### src/rtl/regfile_pc_sp_if.sv
// Decode-side bundle for the tiny16 register file:
// selects, write strobe, PC/SP controls and operand returns.
interface regfile_pc_sp_if #(
  parameter int DATA_W = 16,
  parameter int SEL_W  = 3
);
  logic [SEL_W-1:0]  src_sel;
  logic [SEL_W-1:0]  dst_sel;
  logic              wr_en;
  logic [DATA_W-1:0] wr_data;
  logic              pc_inc;
  logic              pc_load;
  logic [DATA_W-1:0] pc_target;
  logic              sp_push;
  logic              sp_pop;
  logic [DATA_W-1:0] src;
  logic [DATA_W-1:0] dst;
  logic [DATA_W-1:0] pc;
  logic [DATA_W-1:0] sp;
  logic              sp_wrap;

  modport master (
    output src_sel, dst_sel, wr_en, wr_data,
    output pc_inc, pc_load, pc_target,
    output sp_push, sp_pop,
    input  src, dst, pc, sp, sp_wrap
  );

  modport slave (
    input  src_sel, dst_sel, wr_en, wr_data,
    input  pc_inc, pc_load, pc_target,
    input  sp_push, sp_pop,
    output src, dst, pc, sp, sp_wrap
  );
endinterface

### src/rtl/regfile_pc_sp.sv
// tiny16 register file: two comb read ports, one write port,
// PC (inc/load) and SP (push/pop) living inside the GPR array.
module regfile_pc_sp #(
  parameter int                DATA_W = 16,
  parameter int                NREG   = 8,
  parameter int                SEL_W  = 3,
  parameter int                PC_IDX = 0,
  parameter int                SP_IDX = 7,
  parameter logic [DATA_W-1:0] PC_RST = '0,
  parameter logic [DATA_W-1:0] SP_RST = DATA_W'(16'h00FF),
  parameter bit                BYPASS = 1'b0
) (
  input  logic clk,
  input  logic rst,
  regfile_pc_sp_if.slave bus
);

  localparam logic [DATA_W-1:0] ONE = DATA_W'(1);
  localparam logic [SEL_W-1:0]  MAX_SEL = SEL_W'(NREG - 1);
  localparam logic [SEL_W-1:0]  PC_SEL = SEL_W'(PC_IDX);
  localparam logic [SEL_W-1:0]  SP_SEL = SEL_W'(SP_IDX);

  logic [DATA_W-1:0] gpr_q [NREG];
  logic [DATA_W-1:0] gpr_d [NREG];
  logic              wrap_q;
  logic              wrap_d;

  logic              wr_ok;
  logic              wr_pc;
  logic              wr_sp;
  logic [DATA_W-1:0] pc_cur;
  logic [DATA_W-1:0] sp_cur;
  logic [DATA_W-1:0] src_rd;
  logic [DATA_W-1:0] dst_rd;

  assign wr_ok  = bus.wr_en && (bus.dst_sel <= MAX_SEL);
  assign wr_pc  = wr_ok && (bus.dst_sel == PC_SEL);
  assign wr_sp  = wr_ok && (bus.dst_sel == SP_SEL);
  assign pc_cur = gpr_q[PC_IDX];
  assign sp_cur = gpr_q[SP_IDX];

  always_comb begin
    src_rd = '0;
    dst_rd = '0;
    for (int i = 0; i < NREG; i++) begin
      if (bus.src_sel == SEL_W'(i)) src_rd = gpr_q[i];
      if (bus.dst_sel == SEL_W'(i)) dst_rd = gpr_q[i];
    end
    // Forwarding only ever carries wr_data, never PC/SP adjustments
    if (BYPASS && wr_ok) begin
      if (bus.src_sel == bus.dst_sel) src_rd = bus.wr_data;
      dst_rd = bus.wr_data;
    end
  end

  always_comb begin
    gpr_d  = gpr_q;
    wrap_d = 1'b0;
    if (wr_ok) begin
      for (int i = 0; i < NREG; i++) begin
        if (bus.dst_sel == SEL_W'(i)) gpr_d[i] = bus.wr_data;
      end
    end
    if (bus.pc_load) begin
      gpr_d[PC_IDX] = bus.pc_target;
    end else if (!wr_pc && bus.pc_inc) begin
      gpr_d[PC_IDX] = pc_cur + ONE;
    end
    if (!wr_sp && (bus.sp_push ^ bus.sp_pop)) begin
      if (bus.sp_push) begin
        gpr_d[SP_IDX] = sp_cur - ONE;
        wrap_d        = (sp_cur == '0);
      end else begin
        gpr_d[SP_IDX] = sp_cur + ONE;
        wrap_d        = &sp_cur;
      end
    end
  end

  always_ff @(posedge clk or negedge rst) begin
    if (!rst) begin
      for (int i = 0; i < NREG; i++) begin
        gpr_q[i] <= (i == PC_IDX) ? PC_RST :
                    (i == SP_IDX) ? SP_RST : '0;
      end
      wrap_q <= 1'b0;
    end else begin
      gpr_q  <= gpr_d;
      wrap_q <= wrap_d;
    end
  end

  assign bus.src     = src_rd;
  assign bus.dst     = dst_rd;
  assign bus.pc      = pc_cur;
  assign bus.sp      = sp_cur;
  assign bus.sp_wrap = wrap_q;

endmodule

### src/flat_wrapper.sv
// flat-port wrapper written by rule: the top's interface ports become plain ports
module regfile_pc_sp_flat 
#(
  parameter int                DATA_W = 16,
  parameter int                NREG   = 8,
  parameter int                SEL_W  = 3,
  parameter int                PC_IDX = 0,
  parameter int                SP_IDX = 7,
  parameter logic [DATA_W-1:0] PC_RST = '0,
  parameter logic [DATA_W-1:0] SP_RST = DATA_W'(16'h00FF),
  parameter bit                BYPASS = 1'b0
)
  (clk, rst, bus_src_sel, bus_dst_sel, bus_wr_en, bus_wr_data, bus_pc_inc, bus_pc_load, bus_pc_target, bus_sp_push, bus_sp_pop, bus_src, bus_dst, bus_pc, bus_sp, bus_sp_wrap);
  regfile_pc_sp_if #(.DATA_W(DATA_W), .SEL_W(SEL_W)) bus_i ();
  input  logic clk;
  input  logic rst;
  input wire logic [$bits(bus_i.src_sel)-1:0] bus_src_sel;
  input wire logic [$bits(bus_i.dst_sel)-1:0] bus_dst_sel;
  input wire logic [$bits(bus_i.wr_en)-1:0] bus_wr_en;
  input wire logic [$bits(bus_i.wr_data)-1:0] bus_wr_data;
  input wire logic [$bits(bus_i.pc_inc)-1:0] bus_pc_inc;
  input wire logic [$bits(bus_i.pc_load)-1:0] bus_pc_load;
  input wire logic [$bits(bus_i.pc_target)-1:0] bus_pc_target;
  input wire logic [$bits(bus_i.sp_push)-1:0] bus_sp_push;
  input wire logic [$bits(bus_i.sp_pop)-1:0] bus_sp_pop;
  output wire logic [$bits(bus_i.src)-1:0] bus_src;
  output wire logic [$bits(bus_i.dst)-1:0] bus_dst;
  output wire logic [$bits(bus_i.pc)-1:0] bus_pc;
  output wire logic [$bits(bus_i.sp)-1:0] bus_sp;
  output wire logic [$bits(bus_i.sp_wrap)-1:0] bus_sp_wrap;
  assign bus_i.src_sel = bus_src_sel;
  assign bus_i.dst_sel = bus_dst_sel;
  assign bus_i.wr_en = bus_wr_en;
  assign bus_i.wr_data = bus_wr_data;
  assign bus_i.pc_inc = bus_pc_inc;
  assign bus_i.pc_load = bus_pc_load;
  assign bus_i.pc_target = bus_pc_target;
  assign bus_i.sp_push = bus_sp_push;
  assign bus_i.sp_pop = bus_sp_pop;
  assign bus_src = bus_i.src;
  assign bus_dst = bus_i.dst;
  assign bus_pc = bus_i.pc;
  assign bus_sp = bus_i.sp;
  assign bus_sp_wrap = bus_i.sp_wrap;
  regfile_pc_sp #(.DATA_W(DATA_W), .NREG(NREG), .SEL_W(SEL_W), .PC_IDX(PC_IDX), .SP_IDX(SP_IDX), .PC_RST(PC_RST), .SP_RST(SP_RST), .BYPASS(BYPASS)) u_core (.clk(clk), .rst(rst), .bus(bus_i));
endmodule
### config.mk
export PLATFORM = sky130hd
export DESIGN_NAME = regfile_pc_sp_flat
export DESIGN_NICKNAME = d
export VERILOG_FILES = /design/src/rtl/regfile_pc_sp_if.sv /design/src/rtl/regfile_pc_sp.sv /design/src/flat_wrapper.sv
export SDC_FILE = /design/constraint.sdc
export NUM_CORES = 1
export LEC_CHECK = 0
export ABC_AREA = 1
export BUFFER_PORTS_ARGS = -buffer_cell sky130_fd_sc_hd__buf_2
export CORE_ASPECT_RATIO = 2
export CORE_MARGIN = 2
export CORE_UTILIZATION = 29
export CTS_BUF_LIST = sky130_fd_sc_hd__clkbuf_4
export DETAILED_ROUTE_END_ITERATION = 6
export PLACE_DENSITY_LB_ADDON = 0.15
export RECOVER_POWER = 100
export SLEW_MARGIN = 20
export SYNTH_ARGS = -nofsm -noshare
export SYNTH_HDL_FRONTEND = slang
export SYNTH_SLANG_ARGS = --single-unit
### constraint.sdc
create_clock -name clk -period 1.5 [get_ports clk]
set_input_delay 0.075 -clock clk [delete_from_list [all_inputs] [get_ports clk]]
set_output_delay 0.075 -clock clk [all_outputs]
set_load 0.01 [all_outputs]
==> results of run 1 <==
[cells by family (layout without fill, tap and decap cells)]
| group | after synthesis | after routing | synth area share (%) |
|---|---|---|---|
| simple gates | 655 | 655 | 32.70 |
| compound gates | 223 | 223 | 14.95 |
| buf+inv | 200 | 510 | 11.33 |
| flops | 129 | 129 | 37.59 |
| fa+ha+maj | 16 | 16 | 2.411 |
| xor+xnor | 10 | 10 | 1.017 |
| other cells | 0 | 1 | 0 |
[power by group through the flow]
stage	registers (uW)	logic [uW]	clock network, uW
floorplan	4950	3460	0
global route	4970	8890	3380
global placement	4900	6140	0
CTS	4840	7540	3250
detailed placement	4910	6180	0
finish	4880	8180	3150
[metal layers]
metal	up-vias	share of wire, %	track usage (%)	routed length [um]
met5	-	0	0	0
met4	0	4.1	10.37	1460
met3	76	3.2	3.363	1149
met2	253	55	44.64	19810
met1	4526	37	23.89	13300
li1	4620	-	-	-
[repair_timing]
item                                    4_1_cts  5_1_grt
endpoints found under the setup margin       70       84
buffers inserted                             39       26
gates resized for setup                     200      137
hold endpoints to repair                    245        0
hold buffers                                 46        0
pin swaps                                   117      121
[cells in the mapped netlist, drive strengths merged]
library cell  count  area [um2]
nand3            72       377.9
o221ai            1       8.760
o22ai            10       62.56
nand2           428        1642
clkbuf           14       52.55
a31oi             4       25.02
inv             116       435.4
xnor2             3       26.28
buf              69       483.0
o21bai            2       15.01
xor2              7       61.31
clkinv            1       5.000
nand4            33       206.5
nor4              5       31.28
a21oi            24       120.1
or2               3       18.77
ha               15       187.7
dfstp             8       210.2
nand3b            3       22.52
nor2             93       356.6
o2111ai          22       192.7
fa                1       20.02
nor3             18       161.4
o21ai           146       753.2
o21a              1       7.510
o211ai           13       102.6
dfrtp           121        3028
[cells in the final DEF (no fill, tap or decap), types with 39 or more instances in the layout]
master         synthesis  final
buf_2                 23     76
nor2_1                90     68
o21ai_0              101     98
buf_4                 38    113
o21ai_1               39     39
nand2_1              420    370
dlygate4sd3_1          0     46
dfrtp_1              121    114
buf_6                  7     87
inv_1                107     94
[tightest hold or removal path, cell delays in order]
cell	delay, ns
buf_2	0.08
xnor2_1	0.07
buf_4	0.14
nand2_2	0.07
buf_4	0.13
o22ai_1	0.08
[final cells by class]
class | instances | area, um2 | area share [%]
Antenna cell | 1 | 2.502 | 0.01936
Clock buffer | 17 | 127.6 | 0.9873
Clock inverter | 15 | 240.2 | 1.858
Inverter | 117 | 447.9 | 3.465
Multi-Input combinational cell | 904 | 5394 | 41.73
Sequential cell | 129 | 3247 | 25.12
Tap cell | 364 | 455.4 | 3.523
Timing Repair Buffer | 361 | 3012 | 23.30
[stage by stage]
step | setup slack [ns] | cell area [um2] | TNS [ns] | cells
4_1_cts | -0.5349 | 12420 | -17.76 | 1890
2_1_floorplan | -0.05945 | 8731 | -0.2553 | 1233
3_3_place_gp | -0.4395 | 10550 | -2.346 | 1777
6_report | -0.4973 | 12930 | -14.99 | 1908
5_1_grt | -0.6045 | 12930 | -22.50 | 1908
3_5_place_dp | -0.4668 | 10550 | -2.986 | 1777
[worst max path at each step]
stage                                              from                            end
final                      u_core.bus.pc[6]$_DFFE_PN0P_                     bus_src[6]
after global routing       u_core.bus.pc[7]$_DFFE_PN0P_                     bus_src[7]
after CTS                 u_core.bus.pc[14]$_DFFE_PN0P_                    bus_src[14]
after detailed placement   u_core.bus.sp[9]$_DFFE_PN0P_  u_core.bus.sp[10]$_DFFE_PN0P_
after global placement     u_core.bus.sp[9]$_DFFE_PN0P_  u_core.bus.sp[10]$_DFFE_PN0P_
after floorplan            u_core.bus.sp[2]$_DFFE_PN1P_  u_core.bus.sp[15]$_DFFE_PN0P_
[registers in the layout, summed over array words and instances, names as in the netlist]
register	count
u_core.bus.sp	16
u_core.bus.sp_wrap	1
u_core.bus.pc	16
u_core.gpr_q	96
==> results by group, run 1 <==
Run status
  • Status: finished with violations
  • Failing checks: negative setup slack

Critical path
  • Crit-path leading delay family: flip-flops
  • Startpoint types: register
  • RR Startpoint: u_core.bus.sp[5]$_DFFE_PN1P_
  • Reg2reg path depth: 10
  • R2r endpoint: u_core.bus.sp[8]$_DFFE_PN0P_
  • Critical Path AT: between 1.5 and 2 ns
  • Critical path type: reg2out
  • CP cell instances: clkbuf_1 -> nand3_2 -> o211ai_1 -> o22ai_1 -> nand4_1 -> buf_2
  • WP depth: 6
  • Critical Path Slowest Stage Cell: dfrtp_1
  • CP Buf/Inv Count: 2
  • Flop2flop setup slack: -0.26 ns
  • Worst Path Max Fanout: 3
  • Crit end category: output port
  • Max incr delay on CP: 0.44 ns
  • CP Data Required Time: about 1.4 ns

Worst hold path
  • Hold crit path type: in2reg
  • WHS Path Cells: 6
  • Hold Path Sink: u_core.bus.sp[0]$_DFFE_PN1P_
  • Hold Crit Start: bus_sp_pop

Floorplan
  • Area of the die: ~0.031 mm2
  • Die X: around 130 um
  • Placeable Area: 0.02940 mm2
  • Top Ports: 110
  • Starting Density: between 20% and 30%
  • Die H: approximately 250 um
  • Site row count: 89

Detailed routing
  • WL/cell: around 19 um
  • Drt pass-1 iters: 5
  • Vias per cell: between 4 and 5
  • ANT nets after route: 0
  • Total Wirelength: around 36,000 um
  • Drt drc: 0
  • Detailed-route via count: between 9,000 and 10,000
  • First DRT Iteration DRCs: 550

Clock tree
  • Clock transition at path regs: 0.12 ns
  • Root Buffer: clkbuf_4
  • Clock net sink count: about 130
  • H-tree levels: 4
  • Worst skew pair latency: a little over 0.6 ns
  • Inserted Clock Buffers: 17
  • CTS tree: built
  • Bufs on Longest Clock Path: 2

Power and ir drop
  • Clk pwr share: between 10% and 20%
  • Static Leak: 0.006103 uW
  • PwrDens: 1254 mW/mm2
  • Flop pwr share: a little under a third
  • NetSw: between 6000 and 7000 uW
  • Worst IR Drop VDD: 0.8160 mV
  • Comb power frac: around 50%
  • Total Power: around 16,000 uW
  • P_int: slightly below 10,000 uW
  • Sw Ratio: between 40 and 50%

Cells and area
  • Nets: about 1,600
  • Util after Layout: ~44%
  • Syn-to-layout area delta: 50.07%
  • Final-layout fill cell count: 3,105
  • Ratio of cells with drive above 1 in the final layout: between 30% and 40%

Timing
  • RSZ-0062 raised after global routing: true
  • Setup ws final: -0.4973 ns
  • Final Hold Viols: 0
  • Worst Skew: ~0.020 ns
  • Max_slew headroom: between 50 and 60%
  • FMAX: between 500 and 600 MHz
  • Final Max Tran Viols: 0
  • Worst hold slack: 0.04181 ns
  • Setup-failing EPs final: 66
  • Min Clock Period, post-route: approximately 2.0 ns
  • Final period utilization: 133.2%
  • Slew @ Worst Pin: 0.7320 ns

Synth
  • Sequential area share after synthesis: 37.59%
  • Synthesized Nets: between 1,000 and 1,500
  • Post-Syn Instances: 1,233
  • Cell Area, Synth: around 0.0086 mm2
  • Yosys warnings: 0
  • #FFs+latches synth: roughly 130
  • Distinct cell type count after synthesis: between 40 and 50
  • Avg Synthesized Cell Area: between 6 and 7 um2

Global route
  • GRT Total Usage: 22.91%
  • Vias in the first global route: approximately 9,600
  • GRT overflow: 0
  • Largest net degree at the start of global routing: 42
  • Initial antenna violation count: 1
  • First-pass GRT wire length: ~54,000 um

Placement
  • I/O Buffers: about 110
  • Final HPWL DP: between 20,000 and 30,000 um
  • RePlAce Congestion: between 0.8 and 0.9

Job
  • Max Cap Viol: 0
Note: power is estimated with default switching activity, not from simulation.
==> inputs of run 2 (changes only) <==
--- a/config.mk
+++ b/config.mk
@@ -13,7 +13,7 @@
 export CTS_BUF_LIST = sky130_fd_sc_hd__clkbuf_4
 export DETAILED_ROUTE_END_ITERATION = 6
 export PLACE_DENSITY_LB_ADDON = 0.15
-export RECOVER_POWER = 100
+export RECOVER_POWER = 25
 export SLEW_MARGIN = 20
 export SYNTH_ARGS = -nofsm -noshare
 export SYNTH_HDL_FRONTEND = slang
==> run 2 against run 1 <==
  * Highest routed layer unchanged
  * Core utilization is 0.36 points higher
  * Wire length hardly changed
  * The run still ends with negative setup slack left
  * Global-route usage stayed put
  * Largest cell class unchanged
  * Setup slack better by 0.0097 ns
  * Worst hold slack worse by 0.0029 ns
  * Fmax is 0.49% higher
  * Cell count stayed put
  * Critical path type unchanged
  * Sequential power hardly changed
  * Via count is 0.32% higher
  * First-iteration DRC count is 2.0% lower
==> results by group, run 2 (synthesized netlist as in run 1, its figures left out) <==
Detailed routing
  • ANT nets after route: 0
  • DR WL met2: roughly 20,000 um
  • Detailed-route via count: around 9,500
  • Metal3 WL: 1194 um
  • Vias per cell: roughly 5.0
  • M1 wire length: approximately 13,000 um
  • First DRT Iteration DRCs: between 500 and 600
  • WL/cell: roughly 19 um
  • Drt drc: 0
  • Total Wirelength: roughly 36,000 um
  • Max layer used: met4
  • Drt pass-1 iters: 5

Cells and area
  • Util after Layout: between 40% and 50%
  • Design Area, Final: around 0.013 mm2
  • Commonest non-fill, non-tap cell in the layout: nand2_1
  • Commonest non-fill, non-tap cells in the layout: nand2_1, buf_4, dfrtp_1, o21ai_0, inv_1
  • Syn-to-layout area delta: 51.29%
  • Flip-flop count of the largest register after layout: 96
  • Most flop-heavy register: u_core.gpr_q
  • Ratio of cells with drive above 1 in the final layout: between 30% and 40%
  • Nets: ~1,600

Floorplan
  • Site row count: 89
  • Die H: 247.7 um
  • Top Ports: 110
  • Area of the die: a little over 0.03 mm2
  • Starting Density: between 20 and 30%
  • Placeable Area: around 0.029 mm2
  • Die X: around 130 um

Run status
  • Status: finished with violations
  • Failing checks: negative setup slack

Clock tree
  • H-tree levels: 4
  • Clock net sink count: roughly 130
  • Root Buffer: clkbuf_4
  • Bufs on Longest Clock Path: 2
  • Worst skew pair latency: about 0.61 ns
  • CTS tree: built
  • Inserted Clock Buffers: 17
  • Clock transition at path regs: between 0.1 and 0.15 ns

Critical path
  • Max incr delay on CP: approximately 0.45 ns
  • Startpoint types: register
  • Crit path capture: bus_src[6]
  • R2r endpoint: u_core.bus.sp[8]$_DFFE_PN0P_
  • Critical Path Slowest Stage Cell: dfrtp_1
  • Reg2reg path depth: 10
  • RR Startpoint: u_core.bus.sp[5]$_DFFE_PN1P_
  • Critical path type: reg2out
  • Crit-path leading delay family: flip-flops
  • CP Buf/Inv Count: 2
  • CP startpoint: u_core.bus.pc[6]$_DFFE_PN0P_
  • WP depth: 6
  • CP Data Required Time: 1.42 ns
  • Flop2flop setup slack: -0.26 ns
  • Critical Path AT: 1.91 ns
  • CP cell instances: buf_6 -> nand3_2 -> o211ai_1 -> o22ai_1 -> nand4_1 -> buf_2
  • Worst Path Max Fanout: 3
  • Crit end category: output port

Timing
  • Worst Skew: 0.01567 ns
  • Final Max Tran Viols: 0
  • RSZ-0062 raised after global routing: true
  • Final Hold Viols: 0
  • Setup-failing EPs final: 65
  • Setup ws final: -0.4876 ns
  • Worst hold slack: between 0.03 and 0.04 ns
  • Final period utilization: 132.5%
  • Max_slew headroom: between 50% and 60%
  • Slew @ Worst Pin: roughly 0.74 ns
  • FMAX: approximately 500 MHz
  • Min Clock Period, post-route: approximately 2.0 ns
  • Setup_tns: -15.13 ns

Placement
  • Pre-CTS WS: -0.4668 ns
  • I/O Buffers: approximately 110
  • Final HPWL DP: 26,880 um
  • RePlAce Congestion: about 0.88
  • Area after DPL: 0.01055 mm2

Power and ir drop
  • Static Leak: between 0.006 and 0.007 uW
  • PwrDens: approximately 1200 mW/mm2
  • Worst IR Drop VDD: about 0.81 mV

Worst hold path
  • Hold crit path type: in2reg

Global route
  • Vias in the first global route: between 9,000 and 10,000
  • Largest net degree at the start of global routing: between 40 and 50
  • GRT overflow: 0
  • Initial antenna violation count: 1
  • First-pass GRT wire length: 54,370 um
  • GRT Total Usage: between 20% and 30%

Job
  • Max Cap Viol: 0
run 2: worst min-delay path, delay by kind of cell:
kind	cells	cell delay, ns
and+or+nand+nor	1	0.07
xor gates and xnor gates	1	0.07
buffers and inverters	3	0.35
AOI/OAI and AO/OA	1	0.08
run 2: layer usage:
layer	up-vias	track usage [%]
li1	4622	-
met1	4545	23.89
met2	254	44.64
met3	84	3.363
met4	0	10.37
met5	-	0
run 2: area by class of cell:
| class | instances | area (um2) |
|---|---|---|
| Inverter | 117 | 447.9 |
| Sequential cell | 129 | 3247 |
| Clock inverter | 15 | 240.2 |
| Fill cell | 3089 | 16370 |
| Clock buffer | 17 | 127.6 |
| Multi-Input combinational cell | 904 | 5415 |
| Antenna cell | 1 | 2.502 |
| Tap cell | 364 | 455.4 |
| Timing Repair Buffer | 361 | 3095 |
run 2: worst min path at each step:
stage                           from                           end  slack [ns]  depth (start not counted)
final                     bus_sp_pop  u_core.bus.sp[0]$_DFFE_PN1P_        0.04                          6
after global routing      bus_sp_pop  u_core.bus.sp[0]$_DFFE_PN1P_        0.05                          6
after CTS                 bus_sp_pop  u_core.bus.sp[0]$_DFFE_PN1P_       0.002                          6
after detailed placement         rst  u_core.gpr_q[34]$_DFFE_PN0P_        0.04                          1
after global placement           rst  u_core.gpr_q[34]$_DFFE_PN0P_        0.04                          1
after floorplan                  rst  u_core.bus.pc[0]$_DFFE_PN0P_       -0.22                          0
run 2: what timing repair did:
| item | in CTS | in global routing |
|---|---|---|
| gates cloned | 0 | 0 |
| setup endpoints to repair | 70 | 84 |
| setup buffers | 39 | 26 |
| hold buffers | 46 | 0 |
| pin swaps | 117 | 121 |
| hold endpoints to repair | 245 | 0 |
| gates resized for setup | 200 | 137 |
run 2: per-stage QoR:
| step | std cells | power (uW) |
|---|---|---|
| 6_report | 1908 | 16260 |
| 5_1_grt | 1908 | 17290 |
| 4_1_cts | 1890 | 15640 |
| 3_5_place_dp | 1777 | 11090 |
| 3_3_place_gp | 1777 | 11040 |
| 2_1_floorplan | 1233 | 8402 |
run 2: power by group:
| group | switching [uW] | leakage [uW] | internal (uW) |
|---|---|---|---|
| Clock | 1500 | 0.000179 | 1640 |
| Sequential | 613 | 0.00158 | 4270 |
| Combinational | 4380 | 0.00439 | 3850 |
| Total | 6500 | 0.00616 | 9760 |
==> inputs of run 3 (changes only) <==
--- a/config.mk
+++ b/config.mk
@@ -8,7 +8,7 @@
 export ABC_AREA = 1
 export BUFFER_PORTS_ARGS = -buffer_cell sky130_fd_sc_hd__buf_2
 export CORE_ASPECT_RATIO = 2
-export CORE_MARGIN = 2
+export CORE_MARGIN = 4
 export CORE_UTILIZATION = 29
 export CTS_BUF_LIST = sky130_fd_sc_hd__clkbuf_4
 export DETAILED_ROUTE_END_ITERATION = 6
==> run 3 against run 2 <==
  * The flow still finishes with violations (negative setup slack)
  * Sequential share of layout area is 0.23 points higher
  * Critical path depth is the same
  * Clock power decreased by 13%
  * Setup slack better by 0.026 ns
  * Clock skew grew 0.0033 ns
  * Final area shrank 1.1%
  * Wire length up 1.2%
  * First-iteration DRC count increased by 0.37%
  * Die area up 4.8%
  * Cell count is 0.31% lower
  * Non-clock buffer count decreased by 4
  * Largest cell class unchanged
  * Largest power group unchanged
  * Highest routed layer unchanged
==> results by group, run 3 (synthesized netlist as in run 1, its figures left out) <==
Run status
  • Status: finished with violations
  • Failing checks: negative setup slack

Clock tree
  • H-tree levels: 4
  • Clock transition at path regs: approximately 0.13 ns
  • Root Buffer: clkbuf_4
  • CTS tree: built
  • Worst skew pair latency: 0.60 ns
  • Clock net sink count: 129
  • Inserted Clock Buffers: 17
  • Bufs on Longest Clock Path: 2

Detailed routing
  • Drt drc: 0
  • Vias per cell: 4.972
  • ANT nets after route: 0
  • Total Wirelength: 36,130 um
  • First DRT Iteration DRCs: about 540
  • WL/cell: ~19 um
  • Drt pass-1 iters: 5
  • Detailed-route via count: roughly 9,500

Placement
  • Cell Count Post-Placement: around 1,800
  • Pre-CTS WS: -0.3328 ns
  • RePlAce Congestion: between 0.9 and 1
  • I/O Buffers: about 110
  • Final HPWL DP: between 20,000 and 30,000 um

Cells and area
  • Final std cells w/o fill: ~1,900
  • Commonest non-fill, non-tap cell in the layout: nand2_1
  • Nets: 1,587
  • Util after Layout: between 40% and 50%
  • Ratio of cells with drive above 1 in the final layout: between 30% and 40%
  • Commonest non-fill, non-tap cells in the layout: nand2_1, buf_4, dfrtp_1, inv_1, buf_2
  • Flip-flop count of the largest register after layout: 96
  • Most flop-heavy register: u_core.gpr_q
  • Syn-to-layout area delta: 49.65%

Global route
  • GRT overflow: 0
  • Largest net degree at the start of global routing: between 40 and 50
  • First-pass GRT wire length: 54,630 um
  • Initial antenna violation count: 1
  • Vias in the first global route: 9,516
  • GRT Total Usage: between 20% and 30%

Floorplan
  • Area of the die: roughly 0.033 mm2
  • Starting Density: a little under 30%
  • Die H: roughly 250 um
  • Placeable Area: 0.02940 mm2
  • Die X: between 100 and 150 um
  • Site row count: between 80 and 90
  • Top Ports: 110

Timing
  • Final Max Tran Viols: 0
  • Max_slew headroom: roughly 48%
  • Final period utilization: 130.8%
  • Worst Skew: roughly 0.019 ns
  • Setup ws final: -0.4614 ns
  • RSZ-0062 raised after global routing: true
  • FMAX: 509.8 MHz
  • Slew @ Worst Pin: approximately 0.77 ns
  • Final Hold Viols: 0
  • Min Clock Period, post-route: approximately 2 ns
  • Setup-failing EPs final: 65

Power and ir drop
  • Static Leak: between 0.006 and 0.007 uW
  • Total Power: 15,670 uW
  • PwrDens: 1216 mW/mm2
  • Worst IR Drop VDD: between 0.7 and 0.8 mV

Worst hold path
  • Hold crit path type: in2reg

Critical path
  • Startpoint types: register
  • Worst Path Max Fanout: 3
  • Critical Path AT: around 1.9 ns
  • CP Data Required Time: 1.42 ns
  • Critical path type: reg2out
  • Crit end category: output port

Job
  • Max Cap Viol: 0
## run 3: worst paths after layout
| check | start | endpoint | slack, ns | cells after the start |
|---|---|---|---|---|
| worst max-delay path | u_core.bus.pc[5]$_DFFE_PN0P_ | bus_src[5] | -0.46 | 6 |
| worst min-delay path | bus_wr_en | u_core.bus.pc[14]$_DFFE_PN0P_ | 0.06 | 5 |
| worst max register to register | u_core.bus.sp[2]$_DFFE_PN1P_ | u_core.bus.sp[15]$_DFFE_PN0P_ | -0.24 | 12 |
| worst min register to register | u_core.gpr_q[63]$_DFFE_PN0P_ | u_core.gpr_q[63]$_DFFE_PN0P_ | 0.50 | 2 |
| max in group asynchronous | rst | u_core.bus.sp[0]$_DFFE_PN1P_ | 0.14 | 4 |
| min in group asynchronous | rst | u_core.bus.pc[10]$_DFFE_PN0P_ | 0.61 | 3 |
## run 3: per-layer routing
layer | share of wire [%] | wire (um) | up-vias | track usage (%)
li1 | - | - | 4621 | -
met1 | 37 | 13330 | 4504 | 23.32
met2 | 55 | 19950 | 257 | 42.08
met3 | 3.7 | 1342 | 74 | 3.602
met4 | 4.2 | 1506 | 0 | 9.364
met5 | 0 | 0 | - | 0
## run 3: cell type report
cell class	instances	area, um2
clock inverter	9	140.1
sequential	129	3242
fill	3030	16510
clock buffer	21	157.7
timing repair buffer	357	3064
inverter	117	440.4
multi-input combinational	904	5388
antenna	1	2.502
tap	364	455.4
## run 3: metrics by stage
stage                     instance area (um2)  TNS (ns)  hold slack [ns]
final                                   12890    -15.87          0.05978
after CTS                               12370    -17.67         0.001036
after floorplan                          8731   -0.2553          -0.2206
after global routing                    12890    -23.79          0.05581
after detailed placement                10550    -2.245          0.04551
after global placement                  10550    -1.907          0.04659
## run 3: worst max-delay path: stages (launching register included)
cell and delay [ns]:
dfrtp_1 0.43, buf_6 0.14, nand3_2 0.07, o2111ai_2 0.10
nor2_1 0.12, nand4_1 0.20, buf_2 0.22
## run 3: timing repair
item,CTS,global route
buffers inserted,39,26
gates resized for setup,193,119
hold buffers,48,0
endpoints found under the hold margin,246,0
endpoints found under the setup margin,68,84
pin swaps,123,116
## run 3: power breakdown
part	internal [uW]	switching [uW]	leakage, uW
Combinational	3720	4360	0.00440
Sequential	4270	598	0.00159
Clock	1350	1370	0.000163
Total	9340	6330	0.00615
